File: src/rtl/dmem_arbiter.sv
// Data-memory arbiter: one synchronous-read RAM shared by the MEM stage (priority) and a debug/DMA port.
// Define DMEM_ARB_STARVE_EN to build the debug starvation guard; otherwise the CPU has strict priority.
module dmem_arbiter #(
  parameter int ADDR_W     = 10,
  parameter int DATA_W     = 32,
  parameter int STARVE_MAX = 4
) (
  input  logic              clk,
  input  logic              reset_n,
  input  logic              cpu_read,
  input  logic              cpu_write,
  input  logic [ADDR_W-1:0] cpu_addr,
  input  logic [DATA_W-1:0] cpu_wdata,
  output logic [DATA_W-1:0] cpu_rdata,
  output logic              cpu_stall,
  input  logic              dbg_req,
  input  logic              dbg_we,
  input  logic [ADDR_W-1:0] dbg_addr,
  input  logic [DATA_W-1:0] dbg_wdata,
  output logic              dbg_gnt,
  output logic              dbg_rvalid,
  output logic [DATA_W-1:0] dbg_rdata,
  output logic              mem_en,
  output logic              mem_we,
  output logic [ADDR_W-1:0] mem_addr,
  output logic [DATA_W-1:0] mem_wdata,
  input  logic [DATA_W-1:0] mem_rdata
);

  typedef enum logic [1:0] {
    ST_IDLE,
    ST_CPU_RSP,
    ST_DBG_RSP
  } state_t;

  state_t r_state;
  state_t w_state_nxt;
  logic   w_cpu_elig;
  logic   w_cpu_win;
  logic   w_dbg_win;
  logic   w_force;

  if (STARVE_MAX < 1 || STARVE_MAX > 15) begin : g_bad_starve_max
    $error("dmem_arbiter: STARVE_MAX must be within 1..15");
  end

`ifdef DMEM_ARB_STARVE_EN
  localparam logic [3:0] STARVE_LIM = 4'(STARVE_MAX);
  logic [3:0] r_starve_cnt;

  // Counts consecutive denied debug cycles; a held-off debug request wins once it reaches the limit.
  always_ff @(posedge clk or negedge reset_n) begin
    if (!reset_n) begin
      r_starve_cnt <= '0;
    end else if (dbg_req && !w_dbg_win) begin
      if (r_starve_cnt != STARVE_LIM) begin
        r_starve_cnt <= r_starve_cnt + 4'd1;
      end
    end else begin
      r_starve_cnt <= '0;
    end
  end

  assign w_force = (r_starve_cnt == STARVE_LIM);
`else
  assign w_force = 1'b0;
`endif

  always_ff @(posedge clk or negedge reset_n) begin
    if (!reset_n) begin
      r_state <= ST_IDLE;
    end else begin
      r_state <= w_state_nxt;
    end
  end

  // Issue decisions are qualified with reset_n so the RAM sees no access while reset is held.
  always_comb begin
    w_cpu_elig  = 1'b0;
    w_cpu_win   = 1'b0;
    w_dbg_win   = 1'b0;
    w_state_nxt = ST_IDLE;
    mem_en      = 1'b0;
    mem_we      = 1'b0;
    mem_addr    = '0;
    mem_wdata   = '0;
    dbg_gnt     = 1'b0;
    cpu_stall   = 1'b0;

    if (reset_n) begin
      w_cpu_elig = (cpu_read || cpu_write) && (r_state != ST_CPU_RSP);
      w_dbg_win  = dbg_req && (!w_cpu_elig || w_force);
      w_cpu_win  = w_cpu_elig && !w_dbg_win;

      if (w_dbg_win) begin
        mem_en    = 1'b1;
        mem_we    = dbg_we;
        mem_addr  = dbg_addr;
        mem_wdata = dbg_wdata;
        dbg_gnt   = 1'b1;
        if (!dbg_we) begin
          w_state_nxt = ST_DBG_RSP;
        end
      end else if (w_cpu_win) begin
        mem_en    = 1'b1;
        mem_we    = cpu_write;
        mem_addr  = cpu_addr;
        mem_wdata = cpu_wdata;
        if (!cpu_write) begin
          w_state_nxt = ST_CPU_RSP;
        end
      end

      cpu_stall = w_cpu_elig && !(w_cpu_win && cpu_write);
    end
  end

  assign dbg_rvalid = (r_state == ST_DBG_RSP);
  assign dbg_rdata  = dbg_rvalid ? mem_rdata : '0;
  assign cpu_rdata  = (r_state == ST_CPU_RSP) ? mem_rdata : '0;

endmodule
File: config.mk
export PLATFORM = sky130hd
export DESIGN_NAME = dmem_arbiter
export DESIGN_NICKNAME = d
export VERILOG_FILES = /design/src/rtl/dmem_arbiter.sv
export SDC_FILE = /design/constraint.sdc
export NUM_CORES = 1
export LEC_CHECK = 0
export CORE_AREA = 2 2 91 93
export DETAILED_ROUTE_END_ITERATION = 6
export DIE_AREA = 0 0 93 95
export PLACE_DENSITY = 0.62
export SLEW_MARGIN = 40
export SYNTH_ARGS = -nofsm -noshare
export SYNTH_HDL_FRONTEND = slang
export SYNTH_SLANG_ARGS = --single-unit
File: constraint.sdc
create_clock -name clk -period 1.8 [get_ports clk]
set_input_delay 0.36 -clock clk [delete_from_list [all_inputs] [get_ports clk]]
set_output_delay 0.36 -clock clk [all_outputs]
set_load 0.05 [all_outputs]
==> results of run 1 <==
[power groups by stage]
| stage | clock network, uW | logic, uW | registers, uW |
|---|---|---|---|
| 4_1_cts | 179 | 1460 | 48.0 |
| 2_1_floorplan | 0 | 544 | 48.0 |
| 5_1_grt | 187 | 1520 | 48.1 |
| 6_report | 175 | 1470 | 48.0 |
| 3_3_place_gp | 0 | 1280 | 48.1 |
| 3_5_place_dp | 0 | 1290 | 48.2 |
[cells in the final DEF, fill, tap and decap left out, types with 2 or more instances in the layout]
cell | netlist | layout
and3_4 | 1 | 7
a22o_4 | 0 | 40
buf_4 | 0 | 8
and2_2 | 1 | 9
buf_16 | 0 | 4
and2_4 | 0 | 5
dfrtp_1 | 2 | 2
clkbuf_8 | 0 | 3
and2_1 | 64 | 51
and4b_2 | 2 | 2
buf_6 | 5 | 7
buf_12 | 0 | 117
clkdlybuf4s50_1 | 0 | 117
[routing by layer]
metal,part of all wire (%),track usage [%],vias up
li1,-,-,1028
met1,35,21.2,1019
met2,57,38.5,133
met3,7.8,5.03,7
met4,0.60,3.55,0
met5,0,0,-
[kinds of logic (layout without fill, tap and decap cells)]
family,count (synthesis),in the layout,share of synthesized area (%)
multiplexers,1,1,0.925
buffers and inverters,15,260,12.8
AO/OA/AOI/OAI,44,44,36.4
flip-flops,2,2,4.62
AND/OR/NAND/NOR,76,82,45.2
[stage by stage]
step                      total power (uW)  std cells  hold slack, ns  setup WS, ns  TNS (ns)
after floorplan                        592        138          0.0644       -0.0105   -0.0105
after global placement                1330        469           0.752        -0.442    -18.33
after detailed placement              1340        469           0.750        -0.470    -19.65
after CTS                             1690        495           0.224        -0.234     -6.98
after global routing                  1760        494           0.253        -0.180     -8.09
final                                 1700        494           0.247        -0.155     -4.85
[final cells by class]
type	instances	area share [%]
well taps	105	2.44
flip-flops and latches	2	0.928
clock buffers	3	0.765
multi-input cells	127	25.1
repair buffers	257	70.7
[what timing repair did]
item	CTS	global route
gates resized for setup	68	17
pin swaps	35	10
hold buffers	0	0
endpoints found under the hold margin	0	0
endpoints found under the setup margin	46	109
gates cloned	11	2
setup buffers	12	0
[how the worst min path moves through the flow]
stage	from	to	slack (ns)	depth (start not counted)
after CTS	reset_n	r_state[0]	0.22	2
after detailed placement	reset_n	r_state[0]	0.75	2
after global routing	reset_n	r_state[1]	0.25	2
after global placement	r_state[0]	r_state[0]	0.75	2
final	reset_n	r_state[1]	0.25	2
after floorplan	reset_n	r_state[0]	0.06	0
==> flow_summary_export.csv, run 1 <==
group,metric,value,unit
run_status,outcome,"finished, violations left",
run_status,failed_checks,"setup timing",
sta,fin_crit_sh,109,%
layout,drive_above_1_share,54.5,%
die,die_w,93,um
power,p_leak,0.00229,uW
hold_path,hold_class,"in -> async",
power,irDropWorstVdd,0.284,mV
power,power_density,314,nW/um^2
worst_setup_path,worstSetupStartpoint,"cpu_write",
layout,final_nets,513,
cts,numCtsBuffers,3,
sta,fmax,511,MHz
die,dieArea,8840,um^2
detailed_routing,via_per_inst,4.43,
logic_synthesis,netlist_instances,138,
die,ios,233,
cts,cts_tree,"done",
logic_synthesis,post-synth-top-count-cell,"and2_1",
sta,setup_viol,45,
die,coreArea,7930,um^2
die,rows,33,
power,intPower,999,uW
logic_synthesis,netlist_area,1080,um^2
power,combPwrFrac,86.8,%
global_routing,track_usage,19.6,%
logic_synthesis,synth_ff_type,"dfrtp_1",
worst_setup_path,crit_path_start_kind,"input port",
logic_synthesis,yosysSeqAreaShare,4.62,%
global_routing,grt_pass1_wl,13.3,mm
job,max_cap_viol_count,0,
power,pwr-share-clk,10.3,%
die,dieHeight,95,um
layout,multi_input_area,1360,um^2
cts,cts.sinks,2,
layout,regArea,50.0,um^2
logic_synthesis,synth_edf_count,0,
layout,largest_reg_flops,2,
detailed_routing,firstDrtPassIters,4,
cts,cts.path.max_buffers,2,
worst_setup_path,r2r-start,"r_state[1]",
worst_setup_path,crit_end,"mem_wdata[31]",
logic_synthesis,syn_avg_cell_area,7.84,um^2
worst_setup_path,reg2reg_depth,4,
sta,relSlewSlack,83.8,%
power,pwr-share-seq,2.8,%
place,dp_hpwl,6.34,mm
worst_setup_path,path_cells,"buf_6, or2_4, a21oi_4, buf_12, buf_6, buf_6, a22o_1, buf_12",
sta,fin_skew,0.00131,ns
logic_synthesis,synthesis.nets,260,
worst_setup_path,crit_required,1.44,ns
worst_setup_path,criticalPathCategory,"in -> out",
sta,hold_viol,0,
detailed_routing,routed_wl,9.14,mm
layout,diodes,0,
worst_setup_path,r2r-end,"r_state[1]",
logic_synthesis,synth_area_leaders,"and2_1, a22o_1, buf_8",
cts,clkLatencyLatePin,0.21,ns
worst_setup_path,path_common_cell,"buf_6",
worst_setup_path,path_max_fanout,4,
die,initial_core_util,13.7,%
worst_setup_path,crit_path_end_kind,"primary output",
sta,tightest_slew,0.243,ns
global_routing,grt_max_degree,34,
worst_setup_path,regToRegSetupSlack,0.59,ns
power,switching_share,41.1,%
layout,fin_area,5400,um^2
sta,fin_ws,-0.155,ns
cts,root_buffer,"clkbuf_8",
layout,reg_top3,"r_state x2",
logic_synthesis,synth_top_area_share,37.0,%
logic_synthesis,synth_async_sr_flop_share,100,%
global_routing,antenna_found_initial,0,
cts,cts.clk_slew.worst_paths,0.03,ns
detailed_routing,wl_per_cell,18.5,um
global_routing,grt_pass1_vias,2425,
sta,period_minus_slack,1.96,ns
detailed_routing,drt_iter0_markers,25,
logic_synthesis,synth_area_leader_cell,"and2_1",
worst_setup_path,cp_slowest_cell,"or2_4",
logic_synthesis,synthDistinctLibCells,20,
layout,area_growth,398,%
place,gp_routability_congestion,0.769,
logic_synthesis,yosysWarnings,0,
worst_setup_path,slowest_delay,0.26,ns
place,io_buffers,232,
power,power.switching,698,uW
logic_synthesis,netlist_top_cells_count,"and2_1, a22o_1, clkbuf_1",
place,place_area,4660,um^2
layout,regMostFlops,"r_state",
detailed_routing,postRouteAntennaNets,0,
worst_setup_path,path_depth,8,
cts,htreeDepth,1,
worst_setup_path,crit_arrival,1.60,ns
worst_setup_path,critical-path-top-delay-family,"buffers and inverters",
layout,fillers,559,
sta,rsz0062_at_grt,"true",
sta,drv_slew,0,
worst_setup_path,cp_num_buf_inv,5,
layout,fin_util,68.1,%
detailed_routing,vias,2187,
global_routing,overflow,0,
logic_synthesis,synth_seq_cells,2,
detailed_routing,drc_errors,0,
Power figures use the tool's default switching activity.
==> run 2: changes to the inputs <==
REMOVE_ABC_BUFFERS = 1   (was not set)
SLEW_MARGIN = 20   (was 40)
==> flow_summary_export.csv, run 2 (synthesized netlist as in run 1, its figures left out) <==
group,metric,value,unit
place,io_buffers,232,
die,ios,233,
global_routing,grt_pass1_vias,2357,
worst_setup_path,worstSetupStartpoint,"r_state[0]",
sta,fin_ws,-0.181,ns
die,coreArea,7930,um^2
sta,setup_viol,54,
die,rows,33,
detailed_routing,postRouteAntennaNets,0,
sta,rsz0062_at_grt,"true",
worst_setup_path,crit_required,1.44,ns
cts,root_buffer,"clkbuf_8",
worst_setup_path,path_max_fanout,5,
layout,area_growth,395,%
power,combPwrFrac,86.5,%
sta,drv_slew,0,
hold_path,hold_class,"in -> async",
place,gp_routability_congestion,0.749,
power,pwr-share-clk,10.7,%
die,die_w,93,um
sta,fin_skew,0.00150,ns
worst_setup_path,slowest_delay,0.38,ns
worst_setup_path,path_cells,"buf_6, nand2b_4, buf_6, buf_6, and3_4, a22o_1, buf_12",
cts,cts.sinks,2,
global_routing,overflow,0,
detailed_routing,via_per_inst,4.44,
worst_setup_path,criticalPathCategory,"reg -> out",
worst_setup_path,crit_arrival,1.62,ns
global_routing,grt_max_degree,33,
cts,cts.clk_slew.worst_paths,0.03,ns
layout,largest_reg_flops,2,
cts,hold_buffers,0,
power,intPower,981,uW
place,dp_hpwl,6.57,mm
power,pwr-share-seq,2.8,%
power,p_leak,0.00228,uW
layout,fin_util,67.6,%
worst_setup_path,cp_num_buf_inv,4,
sta,hold_slack,0.215,ns
detailed_routing,drc_errors,0,
power,power_density,314,nW/um^2
place,place_area,4620,um^2
detailed_routing,firstDrtPassIters,4,
power,power.switching,705,uW
detailed_routing,vias,2232,
cts,cts.path.max_buffers,2,
cts,htreeDepth,1,
global_routing,grt_pass1_wl,13.2,mm
die,dieArea,8840,um^2
place,pre_cts_ws,-0.472,ns
sta,tightest_slew,0.236,ns
layout,regMostFlops,"r_state",
detailed_routing,routed_wl,9.75,mm
sta,fmax,505,MHz
worst_setup_path,r2r-start,"r_state[1]",
layout,reg_top3,"r_state x2",
worst_setup_path,cp_slowest_cell,"dfrtp_1",
worst_setup_path,critical-path-top-delay-family,"buffers and inverters",
power,switching_share,41.8,%
detailed_routing,wl_per_cell,19.4,um
sta,period_minus_slack,1.98,ns
sta,relSlewSlack,84.2,%
worst_setup_path,crit_path_start_kind,"flop",
worst_setup_path,crit_path_end_kind,"primary output",
run_status,failed_checks,"setup timing",
global_routing,track_usage,19.7,%
layout,diodes,0,
run_status,outcome,"finished, violations left",
sta,hold_viol,0,
layout,final_nets,522,
die,initial_core_util,13.7,%
detailed_routing,drt_iter0_markers,29,
cts,clkLatencyLatePin,0.21,ns
cts,cts_tree,"done",
layout,fin_area,5360,um^2
cts,numCtsBuffers,3,
sta,fin_crit_sh,110,%
job,max_cap_viol_count,0,
layout,final_common_cell,"clkdlybuf4s50_1",
layout,final_cell_mix,"clkdlybuf4s50_1, buf_12, and2_4",
sta,setup_tns,-6.58,ns
power,irDropWorstVdd,0.186,mV
worst_setup_path,path_common_cell,"buf_6",
global_routing,antenna_found_initial,0,
layout,drive_above_1_share,56.5,%
die,dieHeight,95,um
run 2: final cells by class:
cell class	instances	area, um^2
Sequential cell	2	50.0
Timing Repair Buffer	266	3850
Fill cell	573	2560
Tap cell	105	131
Multi-Input combinational cell	127	1290
Clock buffer	3	41.3
run 2: worst paths after layout:
check / end / depth (start not counted) / slack, ns
setup reg to reg: r_state[1] / 6 / 0.45
max in group asynchronous: r_state[0] / 2 / 1.48
hold reg to reg: r_state[0] / 5 / 1.06
hold / removal: r_state[1] / 2 / 0.21
min in group clk: r_state[0] / 3 / 0.59
setup / recovery: mem_wdata[19] / 7 / -0.18
run 2: power by group through the flow:
| stage | clock [uW] | sequential [uW] | combinational (uW) |
|---|---|---|---|
| final | 180 | 47.7 | 1460 |
| after global routing | 192 | 47.9 | 1500 |
| after CTS | 185 | 47.5 | 1420 |
| after detailed placement | 0 | 48.0 | 1280 |
| after global placement | 0 | 47.9 | 1270 |
| after floorplan | 0 | 48.0 | 492 |
run 2: timing repair:
| item | CTS | global route |
|---|---|---|
| pin swaps | 39 | 18 |
| gates resized for setup | 59 | 46 |
| setup endpoints to repair | 83 | 110 |
| setup buffers | 14 | 7 |
| gates cloned | 9 | 2 |
run 2: layer usage:
| metal | wire, um | share of wire, % | track usage [%] |
|---|---|---|---|
| met4 | 336 | 3.4 | 9.80 |
| met5 | 0 | 0 | 0 |
| met1 | 3310 | 34 | 20.2 |
| met2 | 5150 | 53 | 36.8 |
| met3 | 965 | 9.9 | 5.27 |
run 2: worst register-to-register path, stage by stage (launching register included):
cell	delay, ns
dfrtp_1	0.38
nand2b_4	0.18
buf_6	0.13
buf_6	0.11
and2_4	0.15
buf_4	0.12
nor3_1	0.19
run 2: through the flow:
step	instances	power [uW]
after global routing	503	1740
after CTS	498	1650
after detailed placement	473	1330
after floorplan	123	540
after global placement	473	1320
final	503	1690
==> edit 1: new RTL, config.mk and constraints of run 1 <==
Change the parameter `DATA_W` from 32 to 64.
--- a/src/rtl/dmem_arbiter.sv
+++ b/src/rtl/dmem_arbiter.sv
@@ -3,5 +3,5 @@
 module dmem_arbiter #(
   parameter int ADDR_W     = 10,
-  parameter int DATA_W     = 32,
+  parameter int DATA_W     = 64,
   parameter int STARVE_MAX = 4
 ) (
Interface: changed (6 resized); port bits go from 233 to 425. The function was not compared with the original's and may differ.
==> edit 1 against run 1 <==
- the flow now stops in I/O pin placement
- synthesized area increased by 73%
==> edit 1: results <==
INSERT INTO impl_metrics (metric_group, metric, value, unit) VALUES
('synthesis', 'yosysSeqAreaShare', '2.68', '%'),
('outcome', 'outcome.stop_stage', 'I/O pin placement', ''),
('synthesis', 'synth_top_cells_by_count', 'sky130_fd_sc_hd__and2_1 (128), sky130_fd_sc_hd__a22o_1 (70), sky130_fd_sc_hd__buf_6 (14), sky130_fd_sc_hd__clkbuf_1 (14), sky130_fd_sc_hd__a22o_4 (4)', ''),
('synthesis', 'synthArstFlopShare', '100', '%'),
('synthesis', 'postSynthRegisterBits', '2', ''),
('synthesis', 'synth_fp_nets', '468', ''),
('synthesis', 'ys.flop_type', 'sky130_fd_sc_hd__dfrtp_1', ''),
('synthesis', 'synth.top_cells.by_area', 'sky130_fd_sc_hd__and2_1 (43%), sky130_fd_sc_hd__a22o_1 (33%), sky130_fd_sc_hd__buf_6 (8.4%)', ''),
('synthesis', 'syn-instance-count', '250', ''),
('synthesis', 'synth.yosys.warnings', '0', ''),
('outcome', 'outcome', 'did not finish', ''),
('synthesis', 'syn_area_per_cell', '7.48', 'µm²'),
('synthesis', 'ys_types', '19', ''),
('outcome', 'error_message', '[ERROR PPL-0024] Number of IO pins (425) exceeds maximum number of available positions (330). Increase the die perimeter from 376.00um to 578.00um.', '');
edit 1: changes by cell type after synthesis, moves of 2 or more:
| cell | delta |
|---|---|
| sky130_fd_sc_hd__buf_6 | +9 |
| sky130_fd_sc_hd__nor2_1 | +3 |
| sky130_fd_sc_hd__buf_8 | -4 |
| sky130_fd_sc_hd__clkbuf_1 | +8 |
| sky130_fd_sc_hd__buf_2 | +2 |
| sky130_fd_sc_hd__a22o_1 | +30 |
| sky130_fd_sc_hd__and4b_2 | -2 |
| sky130_fd_sc_hd__and2_1 | +64 |
| sky130_fd_sc_hd__a22o_4 | +4 |
| sky130_fd_sc_hd__nor4b_1 | +2 |
| sky130_fd_sc_hd__nor2b_1 | -2 |
edit 1: logic make-up after synthesis:
| family | after synthesis | share of synthesized area (%) |
|---|---|---|
| AOI/OAI and AO/OA | 76 | 37.5 |
| buffers and inverters | 31 | 12.0 |
| DFF | 2 | 2.68 |
| muxes | 1 | 0.535 |
| and+or+nand+nor | 140 | 47.3 |
==> edit 2: new RTL, config.mk and constraints of run 1 <==
Without the edit above. Put a register stage on the output `dbg_rdata`, with the module's reset. The value now appears one clock later. The other outputs are not delayed to match.
--- a/src/rtl/dmem_arbiter.sv
+++ b/src/rtl/dmem_arbiter.sv
@@ -117,5 +117,11 @@
 
   assign dbg_rvalid = (r_state == ST_DBG_RSP);
-  assign dbg_rdata  = dbg_rvalid ? mem_rdata : '0;
+  always_ff @(posedge clk or negedge reset_n) begin
+    if (!reset_n) begin
+      dbg_rdata <= '0;
+    end else begin
+      dbg_rdata <= dbg_rvalid ? mem_rdata : '0;
+    end
+  end
   assign cpu_rdata  = (r_state == ST_CPU_RSP) ? mem_rdata : '0;
 
Function: changed (a bounded check fails within 4 cycles, from zero or initial values and one cycle with reset_n low).
==> edit 2 against run 1 <==
- the run still ends with setup timing left
- non-clock buffer count fell by 4
- design area rose by 15%
- critical path depth fell by 2
- sequential cell count rose by 32
- global-route usage rose by 1.9 points
- count of clock-buffer cells in the layout rose by 3
- synthesized area rose by 110%
- power rose by 75%
- worst setup slack got worse by 0.062 ns
- via count rose by 24%
- routed wire length rose by 9.0%
- critical endpoint is now mem_wdata[4]
- largest cell class unchanged
==> edit 2: results <==
INSERT INTO impl_metrics (metric_group, metric, value, unit) VALUES
('synthesis', 'synthMuxAreaShare', '18.6', '%'),
('critical_path', 'timing.critical_path.arrival', '1.66', 'ns'),
('clock_network', 'clk-insertion-delay-late', '0.28', 'ns'),
('outcome', 'failing_checks', 'setup timing', ''),
('timing', 'setup_viol', '78', ''),
('timing', 'tns', '-14.13', 'ns'),
('synthesis', 'yosysSeqAreaShare', '37.6', '%'),
('route', 'routed_wirelength', '9960', 'µm'),
('critical_path', 'worstRegToRegCells', '5', ''),
('timing', 'fin_ws', '-0.218', 'ns'),
('outcome', 'outcome', 'complete, but fails checks', ''),
('clock_network', 'h-tree-depth', '2', ''),
('placed_design', 'detailed_place_hpwl', '7910', 'µm'),
('critical_path', 'crit_path_max_incr_delay', '0.37', 'ns'),
('clock_network', 'numCtsBuffers', '5', ''),
('synthesis', 'synth_fp_nets', '382', ''),
('power', 'peakVddDrop', '0.000252', 'V'),
('cells_and_area', 'flip_flop_count_of_the_largest_register_all_copies_and_words_added', '32', ''),
('clock_network', 'clkTransAtPathRegs', '0.06', 'ns'),
('route', 'drt_iter0_markers', '65', '');
## edit 2: where the power goes
part	internal (mW)	switching [mW]	leakage (nW)
sequential	0.774	0.00352	0.472
clock	0.307	0.268	0.0472
combinational	0.858	0.761	2.12
total	1.94	1.03	2.64
## edit 2: per-stage QoR
stage	hold slack [ns]	total power, mW	std cells
CTS	0.106	3.00	604
global route	0.117	3.10	605
finish	0.108	2.97	605
global placement	0.396	2.32	587
floorplan	0.0644	1.56	260
detailed placement	0.397	2.33	587
## edit 2: repair_timing
item	in CTS	in global routing
cloned	3	0
endpoints found under the setup margin	78	79
gates resized for setup	16	7
pin swaps	2	1
setup buffers	6	2
## edit 2: layer usage
layer / GRT usage, % / up-vias / part of all wire (%)
li1: - / 1304 / -
met5: 0 / - / 0
met3: 8.78 / 8 / 11
met1: 21.3 / 1247 / 33
met4: 4.66 / 0 / 1.3
met2: 42.0 / 152 / 55
## edit 2: logic make-up (layout without fill, tap and decap cells)
kind of cell / count (synthesis) / count (layout)
multiplexers: 42 / 42
AO/OA/AOI/OAI: 2 / 2
buffers and inverters: 21 / 261
flip-flops: 34 / 34
AND/OR/NAND/NOR: 161 / 161
## edit 2: worst max-delay path: cells and delay by family, from the launching register on
family                 cells  cell delay [ns]
and+or+nand+nor            2             0.28
DFF                        1             0.37
muxes                      1             0.27
buffers and inverters      3             0.45
## edit 2: final cells by class
cell class / instances / area (µm²) / area share (%)
multi-input cells: 205 / 1800 / 29.0
well taps: 105 / 131 / 2.11
repair buffers: 253 / 3330 / 53.6
clock buffers: 6 / 82.6 / 1.33
clock inverters: 2 / 12.5 / 0.201
flip-flops and latches: 34 / 851 / 13.7
## edit 2: worst max path at each step
stage | start | to | slack [ns]
detailed placement | cpu_read | mem_wdata[31] | -0.42
floorplan | r_state[0] | mem_addr[3] | -0.1
global route | r_state[0] | mem_wdata[4] | -0.29
CTS | r_state[0] | mem_wdata[20] | -0.23
finish | r_state[0] | mem_wdata[4] | -0.22
global placement | cpu_read | mem_addr[4] | -0.37
